<file path="src/rtl/gray_bin_pipe.sv">
// -----------------------------------------------------------------------------
// gray_bin_pipe
//
// Pipelined, bidirectional Gray <-> binary converter with valid/ready flow
// control. Each beat carries its own mode bit, so the direction can change
// from one beat to the next with no bubble:
//   in_mode = 0 : Gray -> binary, out[i] = ^(d >> i)   (prefix XOR from the MSB)
//   in_mode = 1 : binary -> Gray, out    = d ^ (d >> 1)
//
// The Gray->binary prefix chain is the long path. It is split MSB-first over
// STAGES register stages, and each stage resolves CHUNK = ceil(N/STAGES) bits.
// A stage's word is partly converted: bits above its window are already
// binary and bits below it are still Gray. Binary->Gray is finished in stage 0
// and later stages pass it through unchanged.
//
// Optional feature (macro GRAY_SEQ_CHECK_EN):
//   Checks the sequence of accepted Gray->binary beats. A beat is flagged
//   (out_err=1 alongside that beat's result) when a previous G2B beat exists
//   and the two Gray codes differ in more than one bit. Repeated values are
//   legal, so a stalled pointer does not raise an error. Binary->Gray beats
//   neither flag nor update the history. When the macro is not defined the
//   checker is not built and out_err is always 0.
//
// Parameters
//   N       data width in bits, >= 2
//   STAGES  pipeline register stages, 1..N
//
// Ports
//   clk        in   rising-edge clock
//   rst_n      in   asynchronous active-low reset; clears all stage state
//   in_valid   in   input beat valid
//   in_ready   out  block accepts a beat this cycle
//   in_mode    in   0 = Gray->binary, 1 = binary->Gray
//   in_data    in   value to convert (N bits)
//   out_valid  out  result valid
//   out_ready  in   downstream accepts the result
//   out_mode   out  mode of the beat being presented
//   out_data   out  converted value (N bits)
//   out_err    out  Gray-sequence error flag for the presented beat
//
// Handshake: a beat transfers on a rising edge where valid && ready are both
// high. The source holds in_valid/in_mode/in_data until it is accepted, and
// out_* stay stable while out_valid && !out_ready. Stage k loads whenever it
// is empty or its current beat leaves on the same edge, so bubbles collapse
// and the pipeline sustains one beat per cycle. in_ready is combinational
// from out_ready through that chain; there is no skid buffer.
// -----------------------------------------------------------------------------
module gray_bin_pipe #(
    parameter int N      = 4,
    parameter int STAGES = 1
) (
    input  logic         clk,
    input  logic         rst_n,
    input  logic         in_valid,
    output logic         in_ready,
    input  logic         in_mode,
    input  logic [N-1:0] in_data,
    output logic         out_valid,
    input  logic         out_ready,
    output logic         out_mode,
    output logic [N-1:0] out_data,
    output logic         out_err
);

    // Number of G2B bits each stage resolves. The last stage may get fewer,
    // or none at all when STAGES does not divide N evenly.
    localparam int CHUNK = (N + STAGES - 1) / STAGES;

    // Resolves Gray bits hi down to lo of a partly converted word. Bits above
    // hi must already be binary. Bit N-1 never changes because the binary
    // MSB equals the Gray MSB. hi and lo may fall outside 0..N-1 for stages
    // that have nothing left to resolve; those bits are simply skipped.
    function automatic logic [N-1:0] g2b_part(
        input logic [N-1:0] w,
        input int           hi,
        input int           lo
    );
        logic [N-1:0] r;
        r = w;
        for (int i = N - 2; i >= 0; i--) begin
            if ((i <= hi) && (i >= lo)) begin
                r[i] = r[i] ^ r[i+1];
            end
        end
        return r;
    endfunction

    // Per-stage registers
    logic [STAGES-1:0] v_q;
    logic [STAGES-1:0] m_q;
    logic [STAGES-1:0] e_q;
    logic [N-1:0]      d_q [STAGES];

    // Inputs seen by each stage: stage 0 takes the block input, and stage k
    // takes the register contents of stage k-1.
    logic [STAGES-1:0] src_v;
    logic [STAGES-1:0] src_m;
    logic [STAGES-1:0] src_e;
    logic [N-1:0]      src_d [STAGES];
    logic [N-1:0]      nxt_d [STAGES];

    // take[k] = stage k can load this cycle. take[STAGES] is the output
    // port's acceptance. A stage can load if it is empty or if its beat
    // moves on, and it can only move on when the next stage loads.
    logic [STAGES:0]   take;

    // Sequence-error flag attached to the beat being accepted
    logic              seq_err;

    // -------------------------------------------------------------------------
    // Load-enable chain, evaluated from the output back to the input
    // -------------------------------------------------------------------------
    always_comb begin
        take         = '0;
        take[STAGES] = out_ready;
        for (int k = STAGES - 1; k >= 0; k--) begin
            take[k] = ~v_q[k] | take[k+1];
        end
    end

    assign in_ready = take[0];

    // -------------------------------------------------------------------------
    // Stage input selection
    // -------------------------------------------------------------------------
    always_comb begin
        src_v = '0;
        src_m = '0;
        src_e = '0;
        for (int k = 0; k < STAGES; k++) begin
            src_d[k] = '0;
        end
        src_v[0] = in_valid;
        src_m[0] = in_mode;
        src_e[0] = seq_err;
        src_d[0] = in_data;
        for (int k = 1; k < STAGES; k++) begin
            src_v[k] = v_q[k-1];
            src_m[k] = m_q[k-1];
            src_e[k] = e_q[k-1];
            src_d[k] = d_q[k-1];
        end
    end

    // -------------------------------------------------------------------------
    // Per-stage conversion work
    //   G2B: resolve this stage's window of the prefix chain, MSB-first.
    //   B2G: stage 0 computes the whole result; later stages pass it through.
    // -------------------------------------------------------------------------
    always_comb begin
        for (int k = 0; k < STAGES; k++) begin
            if (!src_m[k]) begin
                nxt_d[k] = g2b_part(src_d[k], N - 1 - k * CHUNK, N - (k + 1) * CHUNK);
            end else if (k == 0) begin
                nxt_d[k] = src_d[k] ^ (src_d[k] >> 1);
            end else begin
                nxt_d[k] = src_d[k];
            end
        end
    end

    // -------------------------------------------------------------------------
    // Stage registers. A stage that loads while its source is empty becomes
    // empty itself, which is how bubbles are squeezed out. Data, mode and err
    // of an empty stage are don't-care, but they are still cleared on reset
    // so the outputs read zero.
    // -------------------------------------------------------------------------
    always_ff @(posedge clk or negedge rst_n) begin
        if (!rst_n) begin
            v_q <= '0;
            m_q <= '0;
            e_q <= '0;
            for (int k = 0; k < STAGES; k++) begin
                d_q[k] <= '0;
            end
        end else begin
            for (int k = 0; k < STAGES; k++) begin
                if (take[k]) begin
                    v_q[k] <= src_v[k];
                    m_q[k] <= src_m[k];
                    e_q[k] <= src_e[k];
                    d_q[k] <= nxt_d[k];
                end
            end
        end
    end

    // -------------------------------------------------------------------------
    // Gray-sequence checker
    // -------------------------------------------------------------------------
`ifdef GRAY_SEQ_CHECK_EN
    localparam logic [N-1:0] ONE = {{(N-1){1'b0}}, 1'b1};

    logic [N-1:0] last_g;
    logic         have_last;
    logic [N-1:0] diff;

    // More than one bit set <=> clearing the lowest set bit leaves something.
    // This avoids building a full popcount.
    always_comb begin
        diff = in_data ^ last_g;
    end

    assign seq_err = ~in_mode & have_last & ((diff & (diff - ONE)) != '0);

    // History follows accepted G2B beats only.
    always_ff @(posedge clk or negedge rst_n) begin
        if (!rst_n) begin
            last_g    <= '0;
            have_last <= 1'b0;
        end else if (in_valid && take[0] && !in_mode) begin
            last_g    <= in_data;
            have_last <= 1'b1;
        end
    end
`else
    assign seq_err = 1'b0;
`endif

    // -------------------------------------------------------------------------
    // Outputs come directly from the last stage's registers
    // -------------------------------------------------------------------------
    assign out_valid = v_q[STAGES-1];
    assign out_mode  = m_q[STAGES-1];
    assign out_err   = e_q[STAGES-1];
    assign out_data  = d_q[STAGES-1];

endmodule

</file>
<file path="config.mk">
export PLATFORM = sky130hd
export DESIGN_NAME = gray_bin_pipe
export DESIGN_NICKNAME = d
export VERILOG_FILES = /design/src/rtl/gray_bin_pipe.sv
export SDC_FILE = /design/constraint.sdc
export NUM_CORES = 1
export LEC_CHECK = 0
export ABC_AREA = 0
export CAP_MARGIN = 20
export CORE_AREA = 3 3 40 42
export CTS_CLUSTER_SIZE = 8
export DETAILED_ROUTE_END_ITERATION = 12
export DIE_AREA = 0 0 43 45
export HOLD_SLACK_MARGIN = 0.15
export PLACE_DENSITY = 0.51
export SETUP_SLACK_MARGIN = 0.5
export SLEW_MARGIN = 20
export SYNTH_ARGS = -nofsm -noshare
export SYNTH_HDL_FRONTEND = slang
export SYNTH_SLANG_ARGS = --single-unit
</file>
<file path="constraint.sdc">
create_clock -name clk -period 1.6 [get_ports clk]
set_clock_uncertainty 0.1 [all_clocks]
set_input_delay 0.32 -clock clk [delete_from_list [all_inputs] [get_ports clk]]
set_output_delay 0.32 -clock clk [all_outputs]
set_load 0.02 [all_outputs]
</file>
Yosys cells after proc, flatten, opt, wreduce, memory -nomap -nowiden:

Index checks and enable logic that the tools add are counted.

* output and inout port bits: 8
* memories: 0
* bits in latches: 0
* bits in writable memories: 0
* register bits: 6
* input bits: 9
* ROM bits: 0

* add/sub/neg operators: 0
* order comparisons: 0
* reduce and logical (&&, ||, !) cells: 0
* eq/ne operators: 0
* multiplexer cells: 3
* shifts and indexed selects: 0
* div/mod/pow operators: 0
* bitwise gates (word level): 6
* $mul: 0

Operator list (number)
* $mux 4: 1
* $xor 4x3->4: 1
* $xor 1x1->1: 3
* $mux 1: 2
* $not 1->1: 1
* $or 1x1->1: 1

Logic depth before layout (Yosys ltp):

Gate-level depths: netlist of the first run.

* depth after elaboration: 6
* gate-level depth with buffers: 4
* mapped depth without buffers: 4

Least setup slack after synthesis of the first run:

OpenSTA, ideal clock, no wires.

* path type: register -> output
* from: reg v_q (netlist: out_valid)
* to: out in_ready
* cell stages (with the launch flop): 3
* path slack: 0.198 ns
* data arrival time: 0.982 ns
* buffers on the path: 0
* cells stage by stage: dfrtp_1 nor2b_1 inv_1

* word-level cells in the longest chain between the ends: 2

RTL lines
* start, declared: line 89 `logic [STAGES-1:0] v_q;`
* start signal, assigned by index: line 179 `v_q[k] <= src_v[k];`
* $not 1->1: line 117 `take[k] = ~v_q[k] | take[k+1];`
* $or 1x1->1: line 117
* end, declared: line 55 `output logic in_ready,`

Every way passes these cells.

Final worst setup path of the first run:

Same ends and word-level chain as after synthesis.

==> qor.yml, run 1 <==
global_routing:
  grt_max_degree: 7
  grt_pass1_wl_mm: 1.11
  grt_usage: 0.0847
  grt_pass1_vias: 278
  grt_antenna_before_repair: 0
  globalRoute.totalOverflow: 0
setup_path:
  worstPathCellList: "nor2b_4, inv_4, buf_6"
  cp-end-kind: "primary output"
  critPathSlowestCell: "dfrtp_2"
  crit_fanout: 2
  crit_required_ps: 1180
  worstSetupStartpointType: "flop"
  rrSetupSlack_ps: 470
  max_stage_delay_ps: 390
  critical_path_arrival_ps: 930
  worst-setup-path-type: "reg2out"
  r2r.worst_path.cells: 6
cts:
  cts_buffer_depth: 2
  cts.sinks: 6
  clk_latency_ps: 250
  numCtsBuffers: 3
  htree_levels: 1
  path_clk_slew_ps: 50
  cts_root_buf: "clkbuf_4"
  cts_tree: "built"
  hold_buffers: 0
detailed_routing:
  via_count: 299
  detail-route-antenna-nets: 0
  viasPerCell: 4.21
  drc: 0
  firstDrtPassIters: 4
  wl_per_cell_um: 9.70
  wl_um: 689
  dr.first_iter.drc_count: 3
sta:
  timing.setup.tns_ps: 0
  drv_slew: 0
  rsz0062_at_grt: "yes"
  holdWs_ps: 211
  finalSetupViolCount: 0
  fin_crit_ps: 1350
  post-route-period-util: 0.845
  fmax_mhz: 740
  hold_violations: 0
final_layout:
  layout.cells.non_filler: 71
  n_antenna_cell: 0
  nFillCells: 122
  nNetsFinal: 66
  area_growth_pct: 96.9
  drive_above_1_share: 0.500
outcome:
  status: "completed"
yosys:
  synth_cell_type_count: 15
  synth_warnings: 0
  avgSynthCellArea_sq_um: 9.43
  syn_inst: 30
  syn-num-nets: 39
  ys_seq_area_frac: 0.531
  synth_area_sq_um: 283
  ys_seq_elements: 6
place:
  dp_cells: 61
  io_buffers: 15
  gp_congestion: 0.741
power:
  ir_worst_vdd_mv: 0.286
  p_leak_nw: 0.269
  power.total_mw: 0.515
  power_density_nw_per_um2: 924
floorplanning:
  die-area_sq_um: 1940
  design.core.area_sq_um: 1280
  io-pin-count: 17
  die_h_um: 45
  fp.dieW_um: 43
  start_util: 0.220
  num_rows: 13
flow_run:
  drv_cap: 0
hold_path:
  hold_path.class: "in2async"
==> per-stage QoR <==
step	cell area, sq um	util	setup WS, ps
floorplan	294	-	469
global placement	470	0.366	-341
detailed placement	470	0.366	-337
CTS	549	0.427	238
global route	557	0.433	203
finish	557	0.433	249
==> registers in the layout, indices dropped and copies added (netlist names) <==
register,cells
out_data,4
out_mode,1
out_valid,1
==> path summary, 6_finish.rpt <==
| path | start | to |
|---|---|---|
| min in group clk | in_data[3] | out_data[3]$_DFFE_PN0P_ |
| max in group asynchronous | rst_n | out_valid$_DFFE_PN0P_ |
| setup reg to reg | out_valid$_DFFE_PN0P_ | out_data[2]$_DFFE_PN0P_ |
| hold / removal | rst_n | out_data[2]$_DFFE_PN0P_ |
| setup / recovery | out_valid$_DFFE_PN0P_ | in_ready |
| hold reg to reg | out_data[0]$_DFFE_PN0P_ | out_data[0]$_DFFE_PN0P_ |
==> cell type report <==
cell class	instances	area, sq um	area share
multi-input combinational	22	153	0.274
timing repair buffer	23	201	0.362
sequential	6	151	0.272
inverter	1	6.26	0.0112
tap	15	18.8	0.0337
clock buffer	4	26.3	0.0472
==> cells in the final DEF, fill, tap and decap left out <==
cell,instances
buf_4,7
clkbuf_4,3
o21a_1,1
nor3_1,1
o31ai_1,1
nor2b_1,1
nand2b_1,1
conb_1,1
xor2_1,1
xnor2_2,1
a21oi_2,1
nor2b_4,1
clkbuf_1,1
buf_2,1
o21ai_0,1
dlygate4sd2_1,4
clkdlybuf4s50_1,2
clkbuf_2,2
inv_4,1
buf_6,7
xnor2_1,2
nor2_4,1
dfrtp_2,1
nand2_1,6
nand2_2,2
dfrtp_1,5
==> power breakdown <==
group / switching [mW] / internal, mW
clock: 0.0611 / 0.0948
combinational: 0.0784 / 0.0967
sequential: 0.0123 / 0.171
total: 0.152 / 0.363
==> synth_stat cells, drive strengths merged <==
library cell,count,share of area
a21oi,1,0.018
buf,1,0.027
conb,1,0.013
dfrtp,6,0.53
inv,1,0.013
nand2,8,0.11
nand2b,1,0.022
nor2,1,0.013
nor2b,2,0.044
nor3,1,0.018
o21a,1,0.027
o21ai,1,0.018
o31ai,1,0.027
xnor2,3,0.093
xor2,1,0.031
==> critical path, delay by kind of cell, from the launching register on <==
family / cells / cell delay, ps
AND/OR/NAND/NOR: 1 / 130
flip-flops: 1 / 390
buffers and inverters: 2 / 150
==> layer usage <==
layer  track usage  wire (um)  up-vias
li1              -          -      147
met1        0.0837        238      131
met2         0.126        348       16
met3        0.0279         58        5
met4         0.108         43        0
met5             0          0        -
==> cells by family after synthesis <==
| group | Yosys count | synth area share |
|---|---|---|
| other | 1 | 0.0133 |
| AOI/OAI and AO/OA | 4 | 0.0885 |
| DFF | 6 | 0.531 |
| buffers and inverters | 2 | 0.0398 |
| xor gates and xnor gates | 4 | 0.124 |
| and+or+nand+nor | 13 | 0.204 |
==> what timing repair did <==
action / in CTS / in global routing
buffers inserted: 5 / 1
pin swaps: 4 / 3
setup endpoints to repair: 12 / 11
resized for setup: 52 / 5
endpoints found under the hold margin: 0 / 0
Note: power is estimated with default switching activity, not from simulation.
==> run 2, diff against run 1 <==
Settings changed: PLACE_DENSITY 0.51 to 0.52.
Clock period 1.6 ns to 1.2 ns, I/O delays scaled along.
==> run 2 against run 1 <==
Compared with the run above: power increased by 39%; hold slack got worse by 73 ps; largest power group is now combinational cells; first-iteration DRC count stayed put; sequential cell count did not move; the run now ends with negative setup slack left.
==> qor.yml, run 2 (same netlist as run 1, synthesis figures left out) <==
floorplanning:
  die_h_um: 45  # unchanged
  io-pin-count: 17  # unchanged
  fp.dieW_um: 43  # unchanged
  design.core.area_sq_um: 1280  # unchanged
  num_rows: 13  # unchanged
  start_util: 0.220  # unchanged
  die-area_sq_um: 1940  # unchanged
place:
  dpl.hpwl_um: 503
  place_ws_ps: -575  # -238 ps
  gp_congestion: 0.731  # -1.3%
  io_buffers: 15  # unchanged
global_routing:
  grt_max_degree: 7  # unchanged
  grt_usage: 0.0828  # -0.00196
  grt_antenna_before_repair: 0  # unchanged
  grt_pass1_wl_mm: 1.17  # +5.7%
  globalRoute.totalOverflow: 0  # unchanged
  grt_pass1_vias: 302  # +8.6%
final_layout:
  regArea_sq_um: 156  # +3.3%
  n_antenna_cell: 0  # unchanged
  nFillCells: 128  # +4.9%
  final_cell_mix: "buf_6 (9), buf_4 (7), dlygate4sd2_1 (6)"
  final_common_cell: "buf_6"
  fin_util: 0.477  # +0.0438
  drive_above_1_share: 0.586  # +0.0862
  area_growth_pct: 117
  largest_reg_flops: 4  # unchanged
  multi_input_area_sq_um: 174  # +14%
  nNetsFinal: 68  # +3.0%
cts:
  numCtsBuffers: 3  # unchanged
  cts_tree: "built"
  cts_root_buf: "clkbuf_4"
  cts_buffer_depth: 2  # unchanged
  clk_latency_ps: 240  # about the same
  htree_levels: 1  # unchanged
  cts.sinks: 6  # unchanged
  path_clk_slew_ps: 50  # about the same
sta:
  holdWs_ps: 139  # -72.6 ps
  fin_crit_ps: 1260
  hold_violations: 0  # unchanged
  finalSetupViolCount: 2  # +2
  fmax_mhz: 793
  timing.setup.tns_ps: -71.3  # -71.3 ps
  post-route-period-util: 1.05
  drv_slew: 0  # unchanged
  setup_ws_ps: -60.6  # -309 ps
  rsz0062_at_grt: "yes"
setup_path:
  worst-setup-path-type: "reg2out"
  worstSetupStartpointType: "flop"
  crit_fanout: 2  # unchanged
  r2r.worst_path.cells: 7  # +1
  cp-end-kind: "primary output"
  critPathSlowestCell: "dfrtp_2"
  max_stage_delay_ps: 390  # about the same
  crit_required_ps: 860  # -320 ps
  rrSetupSlack_ps: -10  # -480 ps
  critical_path_arrival_ps: 920  # about the same
  r2r-end: "out_data[2]$_DFFE_PN0P_"
  worstPathCellList: "nor2b_4, inv_4, buf_6"
  r2r_start: "out_valid$_DFFE_PN0P_"
power:
  ir_worst_vdd_mv: 0.469  # +64%
  p_leak_nw: 0.288  # +7.4%
  power_density_nw_per_um2: 1170  # +27%
detailed_routing:
  drc: 0  # unchanged
  met3WireLength_um: 50  # -14%
  dr.first_iter.drc_count: 3  # unchanged
  viasPerCell: 4.08  # -3.1%
  via_count: 298  # -0.33%
  route.met2.wl_um: 377  # +8.3%
  top_layer_used: "met3"
  firstDrtPassIters: 4  # unchanged
  wl_per_cell_um: 9.84  # +1.4%
  wl_um: 718  # +4.2%
  wl_met1_um: 290  # +22%
  detail-route-antenna-nets: 0  # unchanged
outcome:
  violations: "negative setup slack"
  status: "finished, violations left"
flow_run:
  drv_cap: 0  # unchanged
hold_path:
  hold_path.class: "in2async"
-- run 2: changes by cell type in the layout (fill, tap and decap cells not counted), moves of 2 or more --
cell | previous run | this run
buf_6 | 7 | 9
clkbuf_2 | 2 | 0
dfrtp_1 | 5 | 1
dfrtp_2 | 1 | 5
dlygate4sd2_1 | 4 | 6
-- run 2: where the power goes --
part	leakage (nW)	internal (mW)	total, mW	switching [mW]
logic	0.209	0.147	0.265	0.118
registers	0.0648	0.231	0.249	0.0172
clock network	0.0150	0.126	0.204	0.0779
total	0.288	0.504	0.717	0.213
-- run 2: worst max-delay path by stage --
| stage | start | end | slack (ps) | cells after the start |
|---|---|---|---|---|
| after detailed placement | out_ready | in_ready | -570 | 4 |
| after CTS | out_valid$_DFFE_PN0P_ | in_ready | -60 | 3 |
| after global routing | out_valid$_DFFE_PN0P_ | in_ready | -100 | 3 |
| final | out_valid$_DFFE_PN0P_ | in_ready | -60 | 3 |
| after global placement | out_ready | in_ready | -580 | 4 |
| after floorplan | out_valid$_DFFE_PN0P_ | out_data[2]$_DFFE_PN0P_ | 140 | 4 |
-- run 2: area by class of cell --
| cell class | instances | share of cell area |
|---|---|---|
| multi-input combinational | 22 | 0.284 |
| timing repair buffer | 25 | 0.378 |
| tap | 15 | 0.0306 |
| sequential | 6 | 0.255 |
| inverter | 1 | 0.0102 |
| clock buffer | 4 | 0.0429 |
-- run 2: per-stage QoR --
stage / std cells / cell area (sq um) / total power [mW]
2_1_floorplan: 30 / 299 / 0.337
3_3_place_gp: 62 / 483 / 0.441
3_5_place_dp: 62 / 483 / 0.444
4_1_cts: 69 / 554 / 0.674
5_1_grt: 73 / 613 / 0.762
6_report: 73 / 613 / 0.717
-- run 2: worst max-delay path: cells and delay by family, from the launching register on --
kind          cells  cell delay [ps]
buf+inv           2              150
simple gates      1              130
flops             1              390
-- run 2: repair_timing --
action,4_1_cts,5_1_grt
setup buffers,3,4
endpoints found under the hold margin,3,0
gates resized for setup,54,6
setup endpoints to repair,13,13
pin swaps,2,3
gates cloned,0,0
-- run 2: per-layer routing --
layer | up-vias | track usage
met5 | - | 0
met4 | 0 | 0.0542
met3 | 0 | 0.0279
met2 | 13 | 0.144
met1 | 134 | 0.0854
li1 | 151 | -
==> run 3, diff against run 2 <==
Settings changed: DONT_BUFFER_PORTS from default to 1, PLACE_DENSITY 0.52 to 0.35.
==> run 3 against run 2 <==
Compared with the run above: the flow finishes with violations (negative hold slack, negative setup slack); core utilization is 18 points lower; via count fell by 26%; die area unchanged; design area down 37%; cell count down 29%; first-iteration DRC count increased by 100%.
==> qor.yml, run 3 (same netlist as run 1, synthesis figures left out) <==
outcome:
  status: "finished, violations left"
  violations: "negative hold slack, negative setup slack"
flow_run:
  drv_cap: 0  # unchanged
global_routing:
  globalRoute.totalOverflow: 0  # unchanged
  grt_usage: 0.0720  # -0.0107
  grt_max_degree: 7  # unchanged
  grt_antenna_before_repair: 0  # unchanged
  grt_pass1_wl_um: 972  # -17%
  grt_pass1_vias: 233  # -23%
setup_path:
  worstSetupStartpointType: "flop"
  crit_required_ps: 860  # about the same
  critical_path_arrival_ps: 870  # -50 ps
  worst-setup-path-type: "reg2out"
  cp-end-kind: "primary output"
  crit_fanout: 6  # +4
floorplanning:
  die-area_sq_um: 1940  # unchanged
  io-pin-count: 17  # unchanged
  die_h_um: 45  # unchanged
  design.core.area_sq_um: 1280  # unchanged
  start_util: 0.220  # unchanged
  num_rows: 13  # unchanged
  fp.dieW_um: 43  # unchanged
detailed_routing:
  wl_um: 659  # -8.2%
  drc: 0  # unchanged
  firstDrtPassIters: 2  # -2
  wl_per_cell_um: 12.7  # +29%
  viasPerCell: 4.25  # +4.1%
  detail-route-antenna-nets: 0  # unchanged
  via_count: 221  # -26%
  dr.first_iter.drc_count: 6  # +3
power:
  power_density_nw_per_um2: 1500  # +29%
  p_leak_nw: 0.171  # -41%
  power.total_mw: 0.581  # -19%
  ir_worst_vdd_mv: 0.273  # -42%
final_layout:
  nNetsFinal: 47  # -31%
  drive_above_1_share: 0.459  # -0.127
  area_growth_pct: 36.7
  fin_util: 0.301  # -0.176
  final_cell_mix: "nand2_1 (6), dfrtp_2 (6), xnor2_1 (3), clkbuf_4 (3)"
  n_antenna_cell: 0  # unchanged
  largest_reg_flops: 4  # unchanged
cts:
  cts_buffer_depth: 2  # unchanged
  cts.sinks: 6  # unchanged
  hold_buffers: 1
  numCtsBuffers: 3  # unchanged
  clk_latency_ps: 240  # about the same
  cts_root_buf: "clkbuf_4"
  htree_levels: 1  # unchanged
  path_clk_slew_ps: 50  # about the same
  cts_tree: "built"
sta:
  setup_ws_ps: -13.8  # +46.8 ps
  hold_violations: 7  # +7
  drv_slew: 0  # unchanged
  rsz0062_at_grt: "yes"
  post-route-period-util: 1.01  # -0.0390
  fin_crit_ps: 1210  # -46.8 ps
  finalSetupViolCount: 1  # -1
  holdWs_ps: -171  # -309 ps
  fmax_mhz: 824  # +3.9%
hold_path:
  hold_path.class: "in2async"
place:
  gp_congestion: 0.641  # -12%
  io_buffers: 0  # -15
-- run 3: changes by cell type in the layout (fill, tap and decap cells not counted), moves of 2 or more --
cell	previous run	this run
buf_4	7	2
dlygate4sd2_1	6	0
clkdlybuf4s50_1	2	0
buf_6	9	1
-- run 3: through the flow --
| stage | TNS (ps) | worst slack (ps) | cell area, sq um | instances |
|---|---|---|---|---|
| 2_1_floorplan | 0 | 136 | 299 | 30 |
| 3_3_place_gp | 0 | 147 | 318 | 45 |
| 3_5_place_dp | 0 | 148 | 318 | 45 |
| 4_1_cts | -24.0 | -24.0 | 363 | 51 |
| 5_1_grt | -51.8 | -41.8 | 387 | 52 |
| 6_report | -13.8 | -13.8 | 387 | 52 |
-- run 3: timing repair --
item,CTS,global route
setup endpoints to repair,13,19
pin swaps,1,1
setup buffers,1,1
resized for setup,1,6
hold endpoints to repair,11,11
-- run 3: layout make-up --
type,count,area (sq um)
Multi-Input combinational cell,22,139
Inverter,1,6.26
Sequential cell,6,158
Timing Repair Buffer,4,38.8
Clock buffer,4,26.3
Tap cell,15,18.8
Fill cell,143,898
-- run 3: critical path, stage by stage, from the launching register on --
cell,delay [ps]
dfrtp_2,390
nor2b_4,140
inv_4,100
-- run 3: worst paths after layout --
kind | start | to | slack [ps] | cells past startpoint
max in group asynchronous | rst_n | out_data[2]$_DFFE_PN0P_ | 910 | 1
max reg2reg | out_valid$_DFFE_PN0P_ | out_data[0]$_DFFE_PN0P_ | 20 | 4
max | out_valid$_DFFE_PN0P_ | in_ready | -10 | 2
min in group clk | in_mode | out_mode$_DFFE_PN0P_ | 0 | 2
min reg2reg | out_data[3]$_DFFE_PN0P_ | out_data[3]$_DFFE_PN0P_ | 460 | 2
min | rst_n | out_mode$_DFFE_PN0P_ | -170 | 1
-- run 3: power by group --
group | leakage (nW) | internal (mW) | total, mW | switching (mW)
logic | 0.0920 | 0.0444 | 0.0916 | 0.0472
registers | 0.0639 | 0.233 | 0.280 | 0.0470
clock network | 0.0150 | 0.127 | 0.210 | 0.0834
total | 0.171 | 0.404 | 0.581 | 0.178
-- run 3: per-layer routing --
metal / vias to the layer above / wire length (um) / track usage
met5: - / 0 / 0
met4: 0 / 15 / 0.0904
met3: 2 / 86 / 0.0319
met2: 13 / 313 / 0.0988
met1: 100 / 243 / 0.0735
li1: 106 / - / -
